`src/rtl/sorted_frame_serializer_if.sv`:
```
// ---------------------------------------------------------------------------
// sorted_frame_serializer_if : frame load and element stream bundle
// Rev 1.0 - initial release
// ---------------------------------------------------------------------------
`default_nettype none

interface sorted_frame_serializer_if #(
  parameter int N     = 5,
  parameter int WIDTH = 8
);
  localparam int IW = $clog2(N);

  logic [N*WIDTH-1:0] frame_in;
  logic               load_valid;
  logic               load_ready;
  logic [WIDTH-1:0]   out_data;
  logic               out_valid;
  logic               out_ready;
  logic               out_last;
  logic [IW-1:0]      out_index;
  logic               frame_done;
  logic               order_err;

  modport master (
    input  frame_in, load_valid, out_ready,
    output load_ready, out_data, out_valid, out_last, out_index,
           frame_done, order_err
  );

  modport slave (
    output frame_in, load_valid, out_ready,
    input  load_ready, out_data, out_valid, out_last, out_index,
           frame_done, order_err
  );
endinterface

`default_nettype wire

```
`src/rtl/sorted_frame_serializer.sv`:
```
// ---------------------------------------------------------------------------
// sorted_frame_serializer : captures an N-element frame, streams it out
// one element per beat and flags any non-decreasing order violation.
// Rev 1.0 - initial release
// ---------------------------------------------------------------------------
`default_nettype none

module sorted_frame_serializer #(
  parameter int N     = 5,
  parameter int WIDTH = 8
) (
  input  wire logic               clk,
  input  wire logic               rst_n,
  sorted_frame_serializer_if.master bus
);

  localparam int IW = $clog2(N);

  localparam logic [0:0]    c_idle = 1'b0;
  localparam logic [0:0]    c_send = 1'b1;
  localparam logic [IW-1:0] c_last = IW'(N - 1);
  localparam logic [IW-1:0] c_one  = IW'(1);

  logic [0:0]       r_state;
  logic [0:0]       w_next;
  logic [WIDTH-1:0] r_buf [N];
  logic [IW-1:0]    r_index;
  logic             r_frame_done;
  logic             r_order_err;

  logic             w_send;
  logic             w_last;
  logic             w_xfer;
  logic             w_load_ready;
  logic             w_capture;
  logic             w_viol;
  logic [IW-1:0]    w_prev;

  always_ff @(posedge clk or negedge rst_n) begin
    if (!rst_n) begin
      r_state <= c_idle;
    end else begin
      r_state <= w_next;
    end
  end

  // A capture on the last accepted beat keeps streaming without a bubble
  always_comb begin
    w_next = r_state;
    case (r_state)
      c_idle:  if (bus.load_valid) w_next = c_send;
      c_send:  if (w_xfer && w_last) w_next = bus.load_valid ? c_send : c_idle;
      default: w_next = c_idle;
    endcase
  end

  always_comb begin
    w_send       = (r_state == c_send);
    w_last       = w_send && (r_index == c_last);
    w_xfer       = w_send && bus.out_ready;
    w_load_ready = rst_n && (!w_send || (w_last && bus.out_ready));
    w_capture    = w_load_ready && bus.load_valid;
    w_prev       = (r_index == '0) ? '0 : (r_index - c_one);
    w_viol       = w_xfer && (r_index != '0) && (r_buf[r_index] < r_buf[w_prev]);
  end

  assign bus.load_ready = w_load_ready;
  assign bus.out_valid  = w_send;
  assign bus.out_last   = w_last;
  assign bus.out_data   = w_send ? r_buf[r_index] : '0;
  assign bus.out_index  = r_index;
  assign bus.frame_done = r_frame_done;
  assign bus.order_err  = r_order_err;

  // A new capture owns order_err, so it wins over a violation on the same edge
  always_ff @(posedge clk or negedge rst_n) begin
    if (!rst_n) begin
      for (int i = 0; i < N; i++) r_buf[i] <= '0;
      r_index      <= '0;
      r_frame_done <= 1'b0;
      r_order_err  <= 1'b0;
    end else begin
      r_frame_done <= w_xfer && w_last;
      if (w_capture) begin
        for (int i = 0; i < N; i++) r_buf[i] <= bus.frame_in[i*WIDTH +: WIDTH];
        r_index     <= '0;
        r_order_err <= 1'b0;
      end else begin
        if (w_xfer && !w_last) r_index <= r_index + c_one;
        if (w_viol) r_order_err <= 1'b1;
      end
    end
  end

endmodule

`default_nettype wire

```
`src/flat_wrapper.sv`:
```
// flat-port wrapper written by rule: the top's interface ports become plain ports
module sorted_frame_serializer_flat 
#(
  parameter int N     = 5,
  parameter int WIDTH = 8
)
  (clk, rst_n, bus_frame_in, bus_load_valid, bus_out_ready, bus_load_ready, bus_out_data, bus_out_valid, bus_out_last, bus_out_index, bus_frame_done, bus_order_err);
  sorted_frame_serializer_if #(.N(N), .WIDTH(WIDTH)) bus_i ();
  input  wire logic clk;
  input  wire logic rst_n;
  input wire logic [$bits(bus_i.frame_in)-1:0] bus_frame_in;
  input wire logic [$bits(bus_i.load_valid)-1:0] bus_load_valid;
  input wire logic [$bits(bus_i.out_ready)-1:0] bus_out_ready;
  output wire logic [$bits(bus_i.load_ready)-1:0] bus_load_ready;
  output wire logic [$bits(bus_i.out_data)-1:0] bus_out_data;
  output wire logic [$bits(bus_i.out_valid)-1:0] bus_out_valid;
  output wire logic [$bits(bus_i.out_last)-1:0] bus_out_last;
  output wire logic [$bits(bus_i.out_index)-1:0] bus_out_index;
  output wire logic [$bits(bus_i.frame_done)-1:0] bus_frame_done;
  output wire logic [$bits(bus_i.order_err)-1:0] bus_order_err;
  assign bus_i.frame_in = bus_frame_in;
  assign bus_i.load_valid = bus_load_valid;
  assign bus_i.out_ready = bus_out_ready;
  assign bus_load_ready = bus_i.load_ready;
  assign bus_out_data = bus_i.out_data;
  assign bus_out_valid = bus_i.out_valid;
  assign bus_out_last = bus_i.out_last;
  assign bus_out_index = bus_i.out_index;
  assign bus_frame_done = bus_i.frame_done;
  assign bus_order_err = bus_i.order_err;
  sorted_frame_serializer #(.N(N), .WIDTH(WIDTH)) u_core (.clk(clk), .rst_n(rst_n), .bus(bus_i));
endmodule
```
`config.mk`:
```
export PLATFORM = sky130hd
export DESIGN_NAME = sorted_frame_serializer_flat
export DESIGN_NICKNAME = d
export VERILOG_FILES = /design/src/rtl/sorted_frame_serializer_if.sv /design/src/rtl/sorted_frame_serializer.sv /design/src/flat_wrapper.sv
export SDC_FILE = /design/constraint.sdc
export NUM_CORES = 1
export LEC_CHECK = 0
export CORE_UTILIZATION = 30
export DETAILED_ROUTE_END_ITERATION = 12
export DONT_BUFFER_PORTS = 1
export SLEW_MARGIN = 20
export SYNTH_ARGS = -nofsm -noshare
export SYNTH_HDL_FRONTEND = slang
export SYNTH_SLANG_ARGS = --single-unit
export TNS_END_PERCENT = 20
```
`constraint.sdc`:
```
create_clock -name clk -period 8 [get_ports clk]
set_input_delay 0.4 -clock clk [delete_from_list [all_inputs] [get_ports clk]]
set_output_delay 0.4 -clock clk [all_outputs]
set_load 0.02 [all_outputs]
```
==> impl_metrics.tcl, run 1 <==
set metrics [dict create \
    critical-path-top-delay-family "simple AND/OR/NAND/NOR gates" \
    worst_setup_path_start_kind "register" \
    design.final.nets 378 \
    numPortBuffers 0 \
    final_common_cell "sky130_fd_sc_hd__nand2_1" \
    num_antenna_cells 0 \
    detail_route.wl_per_cell_um 16.2 \
    worst_setup_path_end_kind "register" \
    ir_worst_vdd_uv 163 \
    cts_max_level 2 \
    post_synth_edffs 0 \
    synth.yosys.warnings 0 \
    holdBufCountCts 2 \
    synthDistinctLibCells 47 \
    post_route_cells_drive_above_1_share 0.0954 \
    number_of_antenna_violations_at_the_first_check_in_global_routing 0 \
    ctsLongestPathBuffers 2 \
    powerDensity_mw_per_mm2 473 \
    detailed_place_hpwl_um 5250 \
    fp.dieArea_mm2 0.00994 \
    path_clk_slew_ns 0.09 \
    fp.dieW_um 99.7 \
    timing.slew.headroom 0.505 \
    worst_pin_slew_ns 0.742 \
    run_status "complete, no violations" \
    drt-vias-per-instance 4.92 \
    drcViolationCount 0 \
    first_pass_grt_wire_length_um 11700 \
    synthDominantCellAreaShare 0.402 \
    most-common-layout-cells "139 x sky130_fd_sc_hd__nand2_1, 46 x sky130_fd_sc_hd__dfrtp_1, 17 x sky130_fd_sc_hd__mux2i_1" \
    design.core.area_mm2 0.00924 \
    unrepaired_setup_endpoints_after_global_routing "no" \
    drv.max_cap_violation_count 0 \
    critical_path.cell_chain "buf_4, inv_1, ha_1, and2b_1, nor2_2, a221oi_1, a311oi_1, a21oi_1, ha_1, nand4_1, or2_2, nor2_1, and3_1, a211oi_2" \
    async_flop_share 1.00 \
    synth_area_leader "sky130_fd_sc_hd__dfrtp_1" \
    p_leak_nw 1.42 \
    crit_type "reg -> reg" \
    grt_max_degree 47 \
    start_point_of_the_worst_min_delay_path "bus_frame_in[2]" \
    total_power_mw 1.40 \
    critical_path_required_ns 8.19 \
    track_usage 0.153 \
    cts_tree "yes" \
    share_of_the_yosys_chip_area_belonging_to_registers 0.402 \
    crit_start "u_core.bus.out_index[0]" \
    worstPathBufferInverterCount 2 \
    timing.hold.worst.class "in -> reg" \
    floorplan.initialDensity 0.310 \
    cts.root.buffer_cell "sky130_fd_sc_hd__clkbuf_8" \
    post-route-period-util 0.474 \
    worst_path_max_delay_cell "sky130_fd_sc_hd__nor2_2" \
    setup_total_negative_slack_ns 0 \
    num_rows 35 \
    global_route.overflow_total 0 \
    worst-path-max-fanout 31 \
    netlist_area_mm2 0.00286 \
    library_cell_appearing_most_often_on_the_critical_path "sky130_fd_sc_hd__ha_1" \
    clock_sinks 46 \
    setup_viol 0 \
    critPathMaxStageDelay_ns 0.41 \
    insertion_delay_ns 0.31 \
    max_clock_freq_mhz 264 \
    gpl.final_weighted_congestion 0.948 \
    postSynthAreaPerCell_um2 8.60 \
    post_route_antenna_net_violation_count 0 \
    detail_route.iter0.violations 169 \
    syn_inst 333 \
    tritoncts.num_buffers 5 \
    final-max-slew-violation-count 0 \
    hold_vio_cnt_final 0 \
    fin_crit_ns 3.79 \
    fp.dieH_um 99.7 \
    fin_worst_skew_ns 0.0101 \
    yosys-top-cells-area "sky130_fd_sc_hd__dfrtp_1 40%, sky130_fd_sc_hd__nand2_1 18%, sky130_fd_sc_hd__mux2i_1 5.9%" \
    drt_first_pass_iters 4 \
    pin_count 60 \
    cts_setup_buffers 0 \
    dominantRegCellSynth "sky130_fd_sc_hd__dfrtp_1" \
    crit-reg2reg-launch "u_core.bus.out_index[0]" \
    vias_in_the_first_global_route 2239 \
    ys_seq_elements 46 \
    post_cts.resized_instances 0 \
    via_count 2234 \
    syn2layout_area_growth_pct 3.63 \
    crit_arrival_ns 3.98 \
    drt_wl_total_um 7340 \
    mappedNetlistNets 387 \
]
## layout make-up
class                           count  area (um^2)
Multi-Input combinational cell    263         1500
Inverter                            3         11.3
Clock inverter                      2         13.8
Sequential cell                    46         1150
Clock buffer                        6         72.6
Tap cell                          129          161
Fill cell                         989         6270
Timing Repair Buffer                5         60.1
## worst paths after layout
check,end,slack (ns),cells past startpoint
min,u_core.r_buf[34],0.19,2
max in group asynchronous,u_core.r_buf[22],7.17,2
max,u_core.bus.order_err,4.21,14
max reg2reg,u_core.bus.order_err,4.21,14
min in group asynchronous,u_core.r_buf[24],0.61,2
min reg2reg,u_core.r_buf[35],0.51,2
## cells in the mapped netlist, types with 3 or more instances
| master | n |
|---|---|
| sky130_fd_sc_hd__nand2_1 | 139 |
| sky130_fd_sc_hd__dfrtp_1 | 46 |
| sky130_fd_sc_hd__mux2i_1 | 17 |
| sky130_fd_sc_hd__a21oi_1 | 15 |
| sky130_fd_sc_hd__nor2_1 | 14 |
| sky130_fd_sc_hd__ha_1 | 10 |
| sky130_fd_sc_hd__and2_1 | 8 |
| sky130_fd_sc_hd__a221oi_1 | 7 |
| sky130_fd_sc_hd__a311oi_1 | 7 |
| sky130_fd_sc_hd__buf_2 | 6 |
| sky130_fd_sc_hd__buf_8 | 5 |
| sky130_fd_sc_hd__buf_4 | 4 |
| sky130_fd_sc_hd__buf_6 | 4 |
| sky130_fd_sc_hd__o22ai_1 | 4 |
| sky130_fd_sc_hd__and3_1 | 3 |
| sky130_fd_sc_hd__nand2b_1 | 3 |
| sky130_fd_sc_hd__nor2_2 | 3 |
| sky130_fd_sc_hd__o22ai_2 | 3 |
## state kept, by name, summed over array words and instances (netlist names)
register,cells
u_core.bus.out_valid,1
u_core.bus.frame_done,1
u_core.bus.order_err,1
u_core.bus.out_index,3
u_core.r_buf,40
## logic make-up after synthesis
logic type,synth area share
AO/OA/AOI/OAI,0.134
XOR/XNOR,0.00306
adder cells (fa/ha/maj),0.0437
buffers and inverters,0.0752
flip-flops,0.402
multiplexers,0.0721
AND/OR/NAND/NOR,0.270
## where the power goes
group	internal [mW]	switching [mW]
clock	0.0618	0.0832
sequential	0.344	0.129
combinational	0.303	0.481
## worst reg2reg max path, delay by kind of cell (launching register included)
family / cells / cell delay [ns]
fa+ha+maj: 2 / 0.72
compound gates: 4 / 0.60
simple gates: 6 / 1.41
buf+inv: 2 / 0.63
flops: 1 / 0.33
## metrics by stage
| stage | instances | util | hold WS, ns | worst slack (ns) | area (um^2) |
|---|---|---|---|---|---|
| 2_1_floorplan | 333 | - | 0.104 | 4.93 | 2860 |
| 3_3_place_gp | 444 | 0.308 | 0.106 | 4.47 | 2840 |
| 3_5_place_dp | 444 | 0.308 | 0.106 | 4.29 | 2840 |
| 4_1_cts | 454 | 0.321 | 0.186 | 4.29 | 2970 |
| 5_1_grt | 454 | 0.321 | 0.185 | 3.99 | 2970 |
| 6_report | 454 | 0.321 | 0.190 | 4.21 | 2970 |
## routing by layer
layer	part of all wire	track usage	vias to the layer above
li1	-	-	1101
met1	0.47	0.204	1057
met2	0.47	0.250	69
met3	0.050	0.0316	7
met4	0.011	0.0441	0
met5	0	0	-
No activity file was read; power rests on OpenSTA's default activity.
==> run 2, diff against run 1 <==
--- a/config.mk
+++ b/config.mk
@@ -5,6 +5,7 @@
 export SDC_FILE = /design/constraint.sdc
 export NUM_CORES = 1
 export LEC_CHECK = 0
+export ABC_AREA = 1
 export CORE_UTILIZATION = 30
 export DETAILED_ROUTE_END_ITERATION = 12
 export DONT_BUFFER_PORTS = 1
==> constraint.sdc (replaced) <==
create_clock -name clk -period 3.4 [get_ports clk]
set_input_delay 0.17 -clock clk [delete_from_list [all_inputs] [get_ports clk]]
set_output_delay 0.17 -clock clk [all_outputs]
set_load 0.02 [all_outputs]
==> run 2 against run 1 <==
Maximum frequency increased by 23%. Design area increased by 12%. Clock power increased by 140%. Global-route usage increased by 1.6 points. Non-clock buffer count increased by 41. Critical path depth decreased by 1. Register-to-register slack got worse by 3.9 ns. Via count increased by 16%. Critical path type unchanged. Largest cell class unchanged.
==> impl_metrics.tcl, run 2 <==
set metrics [dict create \
    post-synth-top-count-cell "sky130_fd_sc_hd__nand2_1" \
    crit_arrival_ns 3.31 \
    layout.core_utilization 0.380 \
    final-max-slew-violation-count 0 \
    fin_crit_ns 3.08 \
    yosys-top-cells-count "181 x sky130_fd_sc_hd__nand2_1, 46 x sky130_fd_sc_hd__dfrtp_1, 24 x sky130_fd_sc_hd__nand3_1, 22 x sky130_fd_sc_hd__inv_1, 20 x sky130_fd_sc_hd__a21oi_1" \
    timing.rr.end "u_core.bus.order_err" \
    fin_worst_skew_ns 0.00682 \
    fp.dieArea_mm2 0.00945 \
    synth_area_leader "sky130_fd_sc_hd__dfrtp_1" \
    worst-path-max-fanout 13 \
    ys_seq_elements 46 \
    crit_type "reg -> reg" \
    num_rows 34 \
    drcViolationCount 0 \
    worst_setup_path_start_kind "register" \
    post_route_cells_drive_above_1_share 0.0625 \
    gpl.final_weighted_congestion 0.879 \
    mappedNetlistNets 433 \
    worst_setup_path_end_kind "register" \
    syn2layout_area_growth_pct 22.6 \
    cts.root.buffer_cell "sky130_fd_sc_hd__clkbuf_8" \
    clock_sinks 46 \
    cts_max_level 2 \
    pin_count 60 \
    timing.reg2reg.setup_slack_ns 0.32 \
    insertion_delay_ns 0.29 \
    design.final.nets 469 \
    synthDistinctLibCells 28 \
    drt_wl_total_um 7630 \
    crit-reg2reg-launch "u_core.bus.out_index[2]" \
    detail_route.iter0.violations 223 \
    grt_max_degree 47 \
    syn_inst 379 \
    worst_pin_slew_ns 0.544 \
    p_leak_nw 1.66 \
    vias_in_the_first_global_route 2503 \
    placed_area_mm2 0.00282 \
    final_common_cell "sky130_fd_sc_hd__nand2_1" \
    ctsLongestPathBuffers 2 \
    drt-vias-per-instance 4.94 \
    fp.dieH_um 97.2 \
    number_of_antenna_violations_at_the_first_check_in_global_routing 0 \
    max_clock_freq_mhz 324 \
    most-common-layout-cells "181 x sky130_fd_sc_hd__nand2_1, 46 x sky130_fd_sc_hd__dfrtp_1, 39 x sky130_fd_sc_hd__dlygate4sd3_1" \
    synth.yosys.warnings 0 \
    timing.slew.headroom 0.637 \
    hold-path-cell-count 2 \
    register_with_the_highest_flop_count "u_core.r_buf" \
    post_synth_edffs 0 \
    finalInstanceArea_mm2 0.00333 \
    cts_tree "yes" \
    cts_setup_buffers 0 \
    async_flop_share 1.00 \
    synthDominantCellAreaShare 0.423 \
    drt_first_pass_iters 4 \
    unrepaired_setup_endpoints_after_global_routing "no" \
    post_route_antenna_net_violation_count 0 \
    postSynthAreaPerCell_um2 7.17 \
    tritoncts.num_buffers 5 \
    detailed_place_hpwl_um 5500 \
    timing.hold.worst.class "in -> reg" \
    powerDensity_mw_per_mm2 1030 \
    yosys-top-cells-area "sky130_fd_sc_hd__dfrtp_1 42%, sky130_fd_sc_hd__nand2_1 25%, sky130_fd_sc_hd__ha_1 4.6%" \
    via_count 2590 \
    first_pass_grt_wire_length_um 12800 \
    numPortBuffers 0 \
    total_power_mw 3.44 \
    path_clk_slew_ns 0.09 \
    largest_register_ffs 40 \
    global_route.overflow_total 0 \
    dominantRegCellSynth "sky130_fd_sc_hd__dfrtp_1" \
    netlist_area_mm2 0.00272 \
    reg2regPathDepth 13 \
    run_status "complete, no violations" \
    whs_endpoint "u_core.r_buf[17]" \
    fp.dieW_um 97.2 \
    setup_total_negative_slack_ns 0 \
    detail_route.wl_per_cell_um 14.6 \
    hold_vio_cnt_final 0 \
    share_of_the_yosys_chip_area_belonging_to_registers 0.423 \
    drv.max_cap_violation_count 0 \
    post-route-period-util 0.907 \
    num_antenna_cells 0 \
    critical_path_required_ns 3.63 \
    design.core.area_mm2 0.00876 \
    floorplan.initialDensity 0.310 \
    ir_worst_vdd_uv 262 \
    setup_viol 0 \
    start_point_of_the_worst_min_delay_path "bus_frame_in[17]" \
    track_usage 0.170 \
]
-- run 2: cell type report --
cell class | instances | area, um^2
well taps | 108 | 135
flip-flops and latches | 46 | 1150
multi-input cells | 289 | 1390
repair buffers | 46 | 463
clock buffers | 7 | 86.3
clock inverters | 1 | 5.00
inverters | 27 | 101
fillers | 965 | 5430
-- run 2: kinds of logic after synthesis --
logic type,share of synthesized area
xor+xnor,0.00322
fa+ha+maj,0.0460
compound gates,0.131
flops,0.423
buf+inv,0.0690
simple gates,0.328
-- run 2: how the worst max path moves through the flow --
stage                                  from                   end  slack [ns]  cells past startpoint
floorplan           u_core.bus.out_index[0]  u_core.bus.order_err        0.28                     18
global placement    u_core.bus.out_index[2]  u_core.bus.order_err        0.42                     13
detailed placement  u_core.bus.out_index[2]  u_core.bus.order_err        0.26                     13
CTS                 u_core.bus.out_index[2]  u_core.bus.order_err        0.21                     13
global route        u_core.bus.out_index[2]  u_core.bus.order_err        0.08                     13
finish              u_core.bus.out_index[2]  u_core.bus.order_err        0.32                     13
-- run 2: metal layers --
metal,up-vias,wire length [um],track usage
met3,10,536,0.0460
met4,0,115,0.0586
li1,1300,-,-
met2,88,3490,0.261
met1,1192,3490,0.229
met5,-,0,0
-- run 2: worst max-delay path: stages, from the launching register on --
cell	delay (ns)
sky130_fd_sc_hd__dfrtp_1	0.52
sky130_fd_sc_hd__inv_2	0.29
sky130_fd_sc_hd__nand2_4	0.12
sky130_fd_sc_hd__nand2_2	0.23
sky130_fd_sc_hd__inv_1	0.27
sky130_fd_sc_hd__nor3_4	0.40
sky130_fd_sc_hd__a32oi_1	0.11
sky130_fd_sc_hd__ha_1	0.35
sky130_fd_sc_hd__nand2_1	0.08
sky130_fd_sc_hd__nand3_1	0.08
sky130_fd_sc_hd__a31o_2	0.22
sky130_fd_sc_hd__a41oi_1	0.15
sky130_fd_sc_hd__nand2_1	0.09
sky130_fd_sc_hd__a21oi_2	0.11
-- run 2: through the flow --
stage | cells | hold slack (ns) | setup slack (ns)
global placement | 476 | -0.124 | 0.424
global route | 524 | 0.00272 | 0.0756
finish | 524 | 0.00625 | 0.317
detailed placement | 476 | -0.125 | 0.256
CTS | 521 | 0.0000746 | 0.213
floorplan | 379 | -0.126 | 0.276
-- run 2: timing repair --
item	CTS	global route
gates resized for setup	0	1
endpoints found under the setup margin	0	1
hold endpoints to repair	81	3
hold buffers	37	3
-- run 2: power by group --
group,switching [mW],internal [mW],total [mW]
Combinational,1.32,0.705,2.03
Clock,0.180,0.164,0.344
Sequential,0.256,0.808,1.06
Total,1.76,1.68,3.44
==> run 3, diff against run 2 <==
==> constraint.sdc (replaced) <==
create_clock -name clk -period 2.91 [get_ports clk]
set_input_delay 0.1455 -clock clk [delete_from_list [all_inputs] [get_ports clk]]
set_output_delay 0.1455 -clock clk [all_outputs]
set_load 0.02 [all_outputs]
==> run 3 against run 2 <==
Cell count increased by 2.7%. Critical endpoint unchanged. Hold slack improved by 0.088 ns. Largest cell class unchanged. Global-route usage increased by 0.41 points.
==> impl_metrics.tcl, run 3 (synthesized netlist as in run 2, its figures left out) <==
set metrics [dict create \
    run_status "complete, no violations" \
    worst-path-max-fanout 8 \
    worst_setup_path_end_kind "register" \
    max_clock_freq_mhz 376 \
    share_of_total_power_consumed_by_net_switching 0.490 \
    ir_worst_vdd_uv 359 \
    cts.root.buffer_cell "sky130_fd_sc_hd__clkbuf_8" \
    pin_count 60 \
    p_leak_nw 1.72 \
    drt_wl_total_um 7730 \
    grt_max_degree 47 \
    design.core.area_mm2 0.00876 \
    crit_arrival_ns 2.89 \
    post_route_cells_drive_above_1_share 0.0930 \
    drv.max_cap_violation_count 0 \
    num_antenna_cells 0 \
    crit_type "reg -> reg" \
    placed_area_mm2 0.00287 \
    layout.core_utilization 0.396 \
    power.clock.fraction 0.112 \
    power_frac_seq 0.292 \
    timing.slew.headroom 0.607 \
    drt-vias-per-instance 4.93 \
    worst_pin_slew_ns 0.587 \
    via_count 2651 \
    unrepaired_setup_endpoints_after_global_routing "no" \
    num_rows 34 \
    detail_route.wl_per_cell_um 14.4 \
    setup_viol 0 \
    register_with_the_highest_flop_count "u_core.r_buf" \
    floorplan.initialDensity 0.310 \
    fp.dieH_um 97.2 \
    worst_setup_path_start_kind "register" \
    detail_route.iter0.violations 179 \
    fin_crit_ns 2.66 \
    fp.dieArea_mm2 0.00945 \
    p_int_mw 2.17 \
    drt_first_pass_iters 4 \
    fillcell_total 909 \
    hold_vio_cnt_final 0 \
    final-max-slew-violation-count 0 \
    crit-reg2reg-launch "u_core.bus.out_index[0]" \
    powerDensity_mw_per_mm2 1230 \
    crit_start "u_core.bus.out_index[0]" \
    tritoncts.num_buffers 5 \
    drcViolationCount 0 \
    most-common-layout-cells "181 x sky130_fd_sc_hd__nand2_1, 44 x sky130_fd_sc_hd__dfrtp_1, 42 x sky130_fd_sc_hd__dlygate4sd3_1" \
    power.switching_mw 2.08 \
    first_pass_grt_wire_length_um 13100 \
    timing.hold.worst.class "in -> reg" \
    finalInstanceArea_mm2 0.00347 \
    post_route_antenna_net_violation_count 0 \
    fp.dieW_um 97.2 \
    path_clk_slew_ns 0.08 \
    design.final.nets 483 \
    cts_tree "yes" \
    track_usage 0.174 \
    largest_register_ffs 40 \
    hold-path-cell-count 2 \
    global_route.overflow_total 0 \
    insertion_delay_ns 0.30 \
    clock_sinks 46 \
    number_of_antenna_violations_at_the_first_check_in_global_routing 0 \
    final_common_cell "sky130_fd_sc_hd__nand2_1" \
    fin_worst_skew_ns 0.00584 \
    detailed_place_hpwl_um 5550 \
    start_point_of_the_worst_min_delay_path "bus_out_ready" \
    syn2layout_area_growth_pct 27.6 \
    share_comb_of_total_power 0.596 \
    vias_in_the_first_global_route 2591 \
    critical_path_required_ns 3.14 \
    cts_max_level 2 \
    gpl.final_weighted_congestion 0.851 \
    setup_total_negative_slack_ns 0 \
    numPortBuffers 0 \
    post-route-period-util 0.913 \
    reg2regPathDepth 14 \
    ctsLongestPathBuffers 2 \
]
-- run 3: through the flow --
step           worst slack [ns]  total power, mW  std cells  hold WS, ns
6_report                  0.253             4.25        538       0.0941
4_1_cts                   0.198             4.18        532       0.0975
5_1_grt                  0.0127             4.70        538        0.100
2_1_floorplan            0.0349             3.02        379       -0.150
3_3_place_gp              0.300             3.59        481       -0.149
3_5_place_dp              0.212             3.62        481       -0.149
-- run 3: power groups by stage --
stage | registers (mW) | logic, mW | clock network, mW
after global routing | 1.28 | 2.89 | 0.525
after CTS | 1.24 | 2.44 | 0.489
after global placement | 1.26 | 2.34 | 0
after floorplan | 1.17 | 1.85 | 0
final | 1.24 | 2.53 | 0.478
after detailed placement | 1.26 | 2.37 | 0
-- run 3: metal layers --
| layer | global-route usage | vias up | routed length (um) |
|---|---|---|---|
| met1 | 0.234 | 1226 | 3550 |
| met5 | 0 | - | 0 |
| met3 | 0.0381 | 11 | 459 |
| met4 | 0.0413 | 0 | 121 |
| met2 | 0.283 | 89 | 3600 |
| li1 | - | 1325 | - |
-- run 3: area by class of cell --
cell class / instances / area, um^2 / share of cell area
Tap cell: 108 / 135 / 0.0389
Sequential cell: 46 / 1150 / 0.332
Timing Repair Buffer: 60 / 576 / 0.166
Multi-Input combinational cell: 289 / 1390 / 0.402
Inverter: 27 / 105 / 0.0303
Clock buffer: 7 / 76.3 / 0.0220
Clock inverter: 1 / 30.0 / 0.00865
-- run 3: critical path: stages (launching register included) --
cell and delay, ns:
sky130_fd_sc_hd__dfrtp_2 0.48, sky130_fd_sc_hd__inv_2 0.10, sky130_fd_sc_hd__ha_2 0.22, sky130_fd_sc_hd__nand2_4 0.08, sky130_fd_sc_hd__nand2_2 0.09, sky130_fd_sc_hd__clkinvlp_4 0.19
sky130_fd_sc_hd__nor3_4 0.27, sky130_fd_sc_hd__a32oi_1 0.09, sky130_fd_sc_hd__ha_1 0.33, sky130_fd_sc_hd__nand2_1 0.07, sky130_fd_sc_hd__nand3_1 0.07, sky130_fd_sc_hd__a31o_2 0.21
sky130_fd_sc_hd__a41oi_1 0.16, sky130_fd_sc_hd__nand2_1 0.10, sky130_fd_sc_hd__a21oi_2 0.12
-- run 3: final timing paths --
| path | endpoint | slack [ns] |
|---|---|---|
| hold reg to reg | u_core.r_buf[1] | 0.51 |
| min in group asynchronous | u_core.r_buf[20] | 0.33 |
| setup reg to reg | u_core.bus.order_err | 0.25 |
| max in group asynchronous | u_core.r_buf[19] | 2.34 |
| hold / removal | u_core.bus.frame_done | 0.09 |
| setup / recovery | u_core.bus.order_err | 0.25 |
-- run 3: timing repair --
action | CTS | global route
gates resized for setup | 0 | 1
endpoints found under the setup margin | 0 | 1
endpoints found under the hold margin | 87 | 0
hold buffers | 43 | 0
setup buffers | 0 | 6
